[src/rtl/motion_arbiter.sv]
// Three-requester motion arbiter: fixed priority for obstacle avoidance, round-robin
// between remote command and line follower, with a mandatory STOP gap between grants.
// Optional hold watchdog enabled by defining MOTION_ARB_WDOG_EN.
module motion_arbiter #(
  parameter int GAP_CYCLES = 4,
  parameter int MAX_HOLD   = 1000,
  parameter int CW         = 16
) (
  input  logic       clk,
  input  logic       rst,
  input  logic [2:0] req,
  input  logic [1:0] dir0,
  input  logic [1:0] dir1,
  input  logic [1:0] dir2,
  output logic [2:0] grant,
  output logic [1:0] direction,
  output logic       busy
);

  typedef enum logic [1:0] {
    S_IDLE  = 2'd0,
    S_GRANT = 2'd1,
    S_GAP   = 2'd2
  } state_t;

  localparam logic [1:0]    DIR_STOP  = 2'b00;
  // A zero-length gap still costs one STOP cycle, so the last gap index never goes below 0.
  localparam logic [CW-1:0] GAP_LAST  = (GAP_CYCLES == 0) ? '0 : CW'(GAP_CYCLES - 1);
  localparam logic [CW-1:0] HOLD_LAST = (MAX_HOLD == 0) ? '0 : CW'(MAX_HOLD - 1);
  localparam logic [CW-1:0] CNT_MAX   = '1;

  state_t        state_q, state_d;
  logic [2:0]    grant_q, grant_d;
  logic [1:0]    direction_q, direction_d;
  logic          busy_q, busy_d;
  logic          favor2_q, favor2_d;
  logic [CW-1:0] gap_q, gap_d;
  logic [CW-1:0] hold_q, hold_d;

  logic [2:0] pick;
  logic       release_evt;
  logic       preempt_evt;
  logic       wdog_evt;

  function automatic logic [2:0] arbitrate(input logic [2:0] r, input logic favor2);
    logic [2:0] g;
    g = 3'b000;
    if (r[0])              g = 3'b001;
    else if (r[1] && r[2]) g = favor2 ? 3'b100 : 3'b010;
    else if (r[1])         g = 3'b010;
    else if (r[2])         g = 3'b100;
    return g;
  endfunction

  function automatic logic [1:0] dir_of(input logic [2:0] g, input logic [1:0] d0,
                                        input logic [1:0] d1, input logic [1:0] d2);
    logic [1:0] d;
    d = DIR_STOP;
    case (g)
      3'b001:  d = d0;
      3'b010:  d = d1;
      3'b100:  d = d2;
      default: d = DIR_STOP;
    endcase
    return d;
  endfunction

  assign pick        = arbitrate(req, favor2_q);
  assign release_evt = ~|(req & grant_q);
  assign preempt_evt = req[0] & ~grant_q[0];

`ifdef MOTION_ARB_WDOG_EN
  assign wdog_evt = (hold_q >= HOLD_LAST) &&
                    ((grant_q[1] && req[2]) || (grant_q[2] && req[1]));
`else
  assign wdog_evt = 1'b0;
`endif

  // NOTE: every signal assigned here gets a default first so no latch is inferred.
  always_comb begin
    state_d     = state_q;
    grant_d     = grant_q;
    direction_d = direction_q;
    favor2_d    = favor2_q;
    gap_d       = gap_q;
    hold_d      = hold_q;

    case (state_q)
      S_GRANT: begin
        hold_d      = (hold_q == CNT_MAX) ? hold_q : hold_q + 1'b1;
        direction_d = dir_of(grant_q, dir0, dir1, dir2);
        if (release_evt || preempt_evt || wdog_evt) begin
          state_d     = S_GAP;
          grant_d     = 3'b000;
          direction_d = DIR_STOP;
          gap_d       = '0;
        end
      end
      S_GAP: begin
        grant_d     = 3'b000;
        direction_d = DIR_STOP;
        if (gap_q >= GAP_LAST) state_d = S_IDLE;
        else                   gap_d   = gap_q + 1'b1;
      end
      default: begin
        state_d     = S_IDLE;
        grant_d     = 3'b000;
        direction_d = DIR_STOP;
      end
    endcase

    // IDLE and the final gap cycle share one launch path into GRANT.
    if ((state_q == S_IDLE || (state_q == S_GAP && gap_q >= GAP_LAST)) && |req) begin
      state_d     = S_GRANT;
      grant_d     = pick;
      direction_d = dir_of(pick, dir0, dir1, dir2);
      hold_d      = '0;
      if (pick[1]) favor2_d = 1'b1;
      if (pick[2]) favor2_d = 1'b0;
    end

    busy_d = (state_d != S_IDLE);
  end

  // NOTE: sequential state uses non-blocking assignments so all flops update together.
  always_ff @(posedge clk) begin
    if (rst) begin
      state_q     <= S_IDLE;
      grant_q     <= 3'b000;
      direction_q <= DIR_STOP;
      busy_q      <= 1'b0;
      favor2_q    <= 1'b0;
      gap_q       <= '0;
      hold_q      <= '0;
    end else begin
      state_q     <= state_d;
      grant_q     <= grant_d;
      direction_q <= direction_d;
      busy_q      <= busy_d;
      favor2_q    <= favor2_d;
      gap_q       <= gap_d;
      hold_q      <= hold_d;
    end
  end

  assign grant     = grant_q;
  assign direction = direction_q;
  assign busy      = busy_q;

endmodule

[config.mk]
export PLATFORM = sky130hd
export DESIGN_NAME = motion_arbiter
export DESIGN_NICKNAME = d
export VERILOG_FILES = /design/src/rtl/motion_arbiter.sv
export SDC_FILE = /design/constraint.sdc
export NUM_CORES = 1
export LEC_CHECK = 0
export CORE_AREA = 2 2 51 53
export CTS_CLUSTER_SIZE = 24
export DETAILED_ROUTE_END_ITERATION = 8
export DIE_AREA = 0 0 53 55
export PLACE_DENSITY = 0.79
export SLEW_MARGIN = 20
export SYNTH_ARGS = -nofsm -noshare
export SYNTH_HDL_FRONTEND = slang
export SYNTH_SLANG_ARGS = --single-unit
[constraint.sdc]
create_clock -name clk -period 5.55 [get_ports clk]
set_clock_uncertainty 0.05 [all_clocks]
set_input_delay 1.3875 -clock clk [delete_from_list [all_inputs] [get_ports clk]]
set_output_delay 1.3875 -clock clk [all_outputs]
set_load 0.02 [all_outputs]
==> flow_summary_export.csv, run 1 <==
group,metric,value,unit
drt,top_layer,"met4",
place,port_buffers,16,
global_route,overflow,0,
yosys,synth_nets,152,
floorplanning,dieArea,2920,µm²
global_route,antenna_found_initial,0,
yosys,synth_most_common_cell,"dfxtp_1",
yosys,synthesis.area,1280,µm²
clock_tree,h-tree-depth,1,
global_route,grt_start_max_net_pins,15,
clock_tree,cts_sinks,25,
clock_tree,clockBufferDepth,2,
final_layout,layout-drive-gt1-share,9.15,%
floorplanning,ios,17,
clock_tree,clock_latency,0.32,ns
clock_tree,numCtsBuffers,3,
drt,wl_met2,1500,µm
yosys,synth_commonest_cells,"25 x dfxtp_1, 9 x and2_1, 8 x nor2_1",
yosys,synth-simple-area-share,27.1,%
sta,setup-tns-final,0,ns
place,gp_congestion,0.881,
yosys,async_reset_ff_share,0,%
final_layout,syn_to_final_growth,15.8,%
yosys,yosysTopAreaCell,"dfxtp_1",
global_route,grt_pass1_vias,1141,
final_layout,nets,169,
final_layout,n_antenna_cell,0,
power,vdd_ir_drop_max,0.175,mV
sta,setup_ws,2.46,ns
clock_tree,ctsHoldBuffers,0,
sta,finalCritPeriodShare,55.6,%
global_route,grt_pass1_wl,4920,µm
yosys,synthTopCellsByArea,"dfxtp_1 39%, and2_1 4.4%, ha_1 3.9%",
drt,drt_first_pass_iters,4,
drt,drt-total-wl,3000,µm
drt,vias_per_cell,6.39,
drt,postRouteAntennaNets,0,
yosys,yosys_warnings,0,
yosys,synth_mux_area_share,0,%
yosys,synth-adder-area-share,3.91,%
floorplanning,core.rowCount,18,
yosys,synth.avg_cell_area,9.34,µm²
yosys,synth_compound_gate_area_share,26.1,%
sta,tightestPinTransition,0.580,ns
worst_setup_path,critPathKind,"in2reg",
clock_tree,cts_resized,0,
place,dp.cells,179,
floorplanning,die_x,53,µm
sta,finalSetupViolCount,0,
drt,vias,1170,
place,hpwlAfterDp,2230,µm
sta,fin_crit,3.09,ns
place,pre_cts_ws,2.17,ns
drt,wl_met3,168,µm
clock_tree,tritoncts,"yes",
sta,finalMaxSlewViolations,0,
yosys,yosysSeqAreaShare,39.1,%
global_route,grt_usage,23.3,%
floorplanning,coreArea,2360,µm²
clock_tree,clk_pin_slew,0.14,ns
yosys,synth_edf_count,0,
sta,slew_headroom,61.1,%
clock_tree,cts_root_buffer,"clkbuf_4",
yosys,ys_seq_elements,25,
worst_setup_path,critPathMaxFanout,12,
run,cap_violations,0,
worst_setup_path,critPathLaunchType,"input port",
drt,met1Wirelength,1240,µm
hold_path,min_path_type,"reg2reg",
worst_setup_path,crit_required,5.76,ns
sta,hold_viol,0,
yosys,synth_cell_types,47,
worst_setup_path,cp-end-kind,"register",
yosys,ys.flop_type,"dfxtp_1",
worst_setup_path,crit_arrival,3.30,ns
drt,wire_per_inst,16.4,µm
worst_setup_path,r2r_slack,3.34,ns
run_status,status,"finished, final reports clean",
final_layout,stdcell_count,183,
sta,fmax,324,MHz
yosys,synth_top_cell_area_share,39.1,%
clock_tree,cts_setup_buffers,0,
drt,drc,0,
drt,drt_iter0_drc,25,
yosys,netlist_instances,137,
floorplanning,fp.dieH,55,µm
floorplanning,start_util,54.1,%
power,powerDensity,215,nW/µm²
power,leakage,0.520,nW
yosys,synth_top_family_by_area,"simple AND/OR/NAND/NOR gates",
yosys,synth_xor_area_share,0,%
sta,rsz0062_at_grt,"no",
-- cell usage in the layout, fill, tap and decap left out, types with 3 or more instances in the layout --
cell | synthesis | layout
a21oi_1 | 7 | 7
a31oi_1 | 3 | 3
and2_1 | 9 | 9
clkbuf_4 | 0 | 3
clkdlybuf4s50_1 | 0 | 16
dfxtp_1 | 25 | 25
ha_1 | 4 | 4
inv_1 | 7 | 7
nand2_1 | 5 | 5
nand2b_1 | 3 | 3
nand3_1 | 7 | 7
nor2_1 | 8 | 8
nor3_1 | 4 | 4
nor4_1 | 3 | 3
o21a_1 | 4 | 4
o21ai_1 | 3 | 3
-- logic make-up after synthesis --
| kind of cell | count (synthesis) |
|---|---|
| AOI/OAI and AO/OA | 41 |
| adders and majority gates | 4 |
| buffers and inverters | 11 |
| DFF | 25 |
| and+or+nand+nor | 56 |
-- worst paths after layout --
| path | cells after the start | start | end |
|---|---|---|---|
| worst min register to register | 1 | gap_q[15] | gap_q[15] |
| worst max-delay path | 5 | req[0] | gap_q[2] |
| worst max register to register | 5 | gap_q[0] | busy |
| worst min-delay path | 1 | gap_q[15] | gap_q[15] |
-- routing by layer --
metal,GRT usage [%],up-vias
met3,3.76,11
met4,15.8,0
met2,40.6,46
met1,26.2,548
met5,0,-
li1,-,565
-- sequential cells by signal, summed over array words and instances (netlist names) --
register,flops
gap_q,16
grant,3
direction,2
state_q,2
busy,1
favor2_q,1
-- power by group --
part	leakage (nW)	internal, mW	switching (mW)
Combinational	0.299	0.0228	0.0300
Clock	0.0177	0.0270	0.0531
Sequential	0.203	0.183	0.00323
-- final cells by class --
cell class,count,area [µm²]
timing repair buffer,16,160
inverter,7,26.3
tap,30,37.5
fill,215,882
multi-input combinational,101,731
clock buffer,3,22.5
sequential,25,500
clock inverter,1,5.00
-- per-stage QoR --
stage / total power [mW] / cell area (µm²) / hold slack [ns] / utilization, %
4_1_cts: 0.322 / 1480 / 0.440 / 62.7
3_3_place_gp: 0.241 / 1460 / 0.394 / 61.5
3_5_place_dp: 0.242 / 1460 / 0.401 / 61.5
5_1_grt: 0.336 / 1480 / 0.479 / 62.7
2_1_floorplan: 0.222 / 1280 / 0.372 / -
6_report: 0.319 / 1480 / 0.431 / 62.7
-- critical path: stages --
cell             delay (ns)
clkdlybuf4s50_1        0.67
a221oi_1               0.14
o31ai_2                0.55
o21a_1                 0.38
and2_1                 0.18
Power figures use the tool's default switching activity.
==> inputs of run 2 (changes only) <==
--- a/config.mk
+++ b/config.mk
@@ -5,11 +5,11 @@
 export SDC_FILE = /design/constraint.sdc
 export NUM_CORES = 1
 export LEC_CHECK = 0
-export CORE_AREA = 2 2 51 53
+export CORE_AREA = 2 2 55 57
 export CTS_CLUSTER_SIZE = 24
 export DETAILED_ROUTE_END_ITERATION = 8
-export DIE_AREA = 0 0 53 55
-export PLACE_DENSITY = 0.79
+export DIE_AREA = 0 0 57 59
+export PLACE_DENSITY = 0.72
 export SLEW_MARGIN = 20
 export SYNTH_ARGS = -nofsm -noshare
 export SYNTH_HDL_FRONTEND = slang
==> constraint.sdc (replaced) <==
create_clock -name clk -period 2.8 [get_ports clk]
set_clock_uncertainty 0.05 [all_clocks]
set_input_delay 0.7 -clock clk [delete_from_list [all_inputs] [get_ports clk]]
set_output_delay 0.7 -clock clk [all_outputs]
set_load 0.02 [all_outputs]
==> run 2 against run 1 <==
Against the previous run: first-iteration DRC count grew 68%; flip-flop and latch count did not move; combinational power is 100% higher; largest cell class unchanged; largest power group unchanged; highest routed layer unchanged.
==> flow_summary_export.csv, run 2 (synthesis gave the netlist of run 1 again) <==
group,metric,value,unit
worst_setup_path,slowest_stage,"o31ai_2",
power,report.power.total,0.638,mW
final_layout,largest_reg_flops,16,
sta,hold_viol,0,
power,vdd_ir_drop_max,0.399,mV
worst_setup_path,critPathKind,"in2reg",
run,cap_violations,0,
global_route,grt_start_max_net_pins,16,
power,p_int,0.465,mW
final_layout,largest_register,"gap_q",
sta,rsz0062_at_grt,"no",
clock_tree,cts_sinks,25,
floorplanning,die_x,57,µm
power,leakage,0.530,nW
worst_setup_path,critPathLaunchType,"input port",
sta,finalSetupViolCount,0,
worst_setup_path,critPathMaxFanout,12,
power,clkPwrFrac,25.4,%
floorplanning,dieArea,3360,µm²
drt,postRouteAntennaNets,0,
global_route,antenna_found_initial,0,
sta,slew_headroom,57.9,%
clock_tree,cts_resized,0,
final_layout,layout-drive-gt1-share,10.9,%
floorplanning,coreArea,2710,µm²
place,dpl_cell_area,1480,µm²
clock_tree,clock_latency,0.32,ns
global_route,grt_pass1_wl,4690,µm
floorplanning,core.rowCount,19,
drt,drt_iter0_drc,42,
drt,drc,0,
final_layout,n_fill_cell,248,
sta,fin_crit,2.34,ns
power,p_comb_share,16.6,%
final_layout,final_cell_mix,"25 x dfxtp_1, 16 x clkdlybuf4s50_1, 9 x and2_1",
clock_tree,cts_root_buffer,"clkbuf_4",
clock_tree,tritoncts,"yes",
drt,drt-total-wl,2800,µm
sta,fmax,428,MHz
hold_path,holdPathStages,1,
sta,setup-tns-final,0,ns
worst_setup_path,crit_arrival,2.56,ns
floorplanning,ios,17,
clock_tree,clockBufferDepth,2,
clock_tree,ctsHoldBuffers,0,
global_route,overflow,0,
power,powerDensity,423,nW/µm²
worst_setup_path,reg2reg_depth,5,
final_layout,syn_to_final_growth,17.9,%
hold_path,holdCritStartpoint,"gap_q[15]",
sta,tightestPinTransition,0.628,ns
power,p_seq_share,57.9,%
drt,vias,1160,
floorplanning,fp.dieH,59,µm
sta,finalMaxSlewViolations,0,
drt,wire_per_inst,15.0,µm
drt,vias_per_cell,6.20,
final_layout,ff_latch_area,500,µm²
clock_tree,h-tree-depth,1,
worst_setup_path,cp-startpoint,"req[1]",
final_layout,nets,172,
final_layout,n_antenna_cell,0,
final_layout,final_common_cell,"dfxtp_1",
floorplanning,start_util,47.2,%
power,p_sw_share,27.2,%
final_layout,final_area,1510,µm²
run_status,status,"finished, final reports clean",
sta,finalCritPeriodShare,83.4,%
worst_setup_path,cp-end-kind,"register",
place,port_buffers,16,
global_route,grt_pass1_vias,1009,
final_layout,final_core_utilization,55.7,%
worst_setup_path,worstReg2RegStart,"gap_q[0]",
hold_path,min_path_type,"reg2reg",
clock_tree,clk_pin_slew,0.13,ns
worst_setup_path,cpPeakStageDelay,0.59,ns
place,hpwlAfterDp,2190,µm
worst_setup_path,cp_cell_sequence,"clkdlybuf4s50_1 > a221oi_1 > o31ai_2 > o21a_1 > and2_1",
global_route,grt_usage,17.9,%
clock_tree,numCtsBuffers,3,
drt,drt_first_pass_iters,4,
power,p_switching,0.173,mW
clock_tree,cts_setup_buffers,0,
worst_setup_path,crit_required,3.02,ns
place,gp_congestion,0.873,
final_layout,multi_input_area,731,µm²
==> run 2: cell count changes in the layout (fill, tap and decap cells not counted), sizes merged <==
| cell | before | now |
|---|---|---|
| buf | 0 | 3 |
| clkinv | 1 | 0 |
| clkinvlp | 0 | 1 |
==> run 2: through the flow <==
step / setup WS, ns / hold slack (ns) / std cells
final: 0.464 / 0.424 / 187
after global routing: 0.369 / 0.454 / 187
after CTS: 0.502 / 0.432 / 187
after detailed placement: 0.164 / 0.399 / 183
after global placement: 0.269 / 0.393 / 183
after floorplan: 0.719 / 0.372 / 137
==> run 2: path summary, 6_finish.rpt <==
| path | end | slack, ns |
|---|---|---|
| max | gap_q[7] | 0.46 |
| min | gap_q[15] | 0.42 |
| max reg2reg | busy | 0.58 |
| min reg2reg | gap_q[15] | 0.42 |
==> run 2: area by class of cell <==
cell class,instances,area share [%]
flip-flops and latches,25,33.2
clock buffers,3,1.49
multi-input cells,101,48.4
repair buffers,19,12.1
clock inverters,1,0.498
inverters,7,1.74
well taps,31,2.57
==> run 2: power by group through the flow <==
stage	Sequential [mW]	Combinational [mW]	Clock, mW
final	0.370	0.106	0.162
after global routing	0.371	0.115	0.184
after CTS	0.370	0.106	0.169
after detailed placement	0.378	0.105	0
after global placement	0.378	0.104	0
after floorplan	0.383	0.0567	0
==> run 2: layer usage <==
metal	up-vias	GRT usage (%)	wire [µm]
met2	33	27.6	1290
met3	7	5.24	185
met1	548	24.5	1290
met5	-	0	0
met4	0	5.32	33
li1	572	-	-
==> run 2: worst max-delay path: cells and delay by family <==
kind                   cells  cell delay (ns)
AO/OA/AOI/OAI              3             1.11
buffers and inverters      1             0.57
AND/OR/NAND/NOR            1             0.17
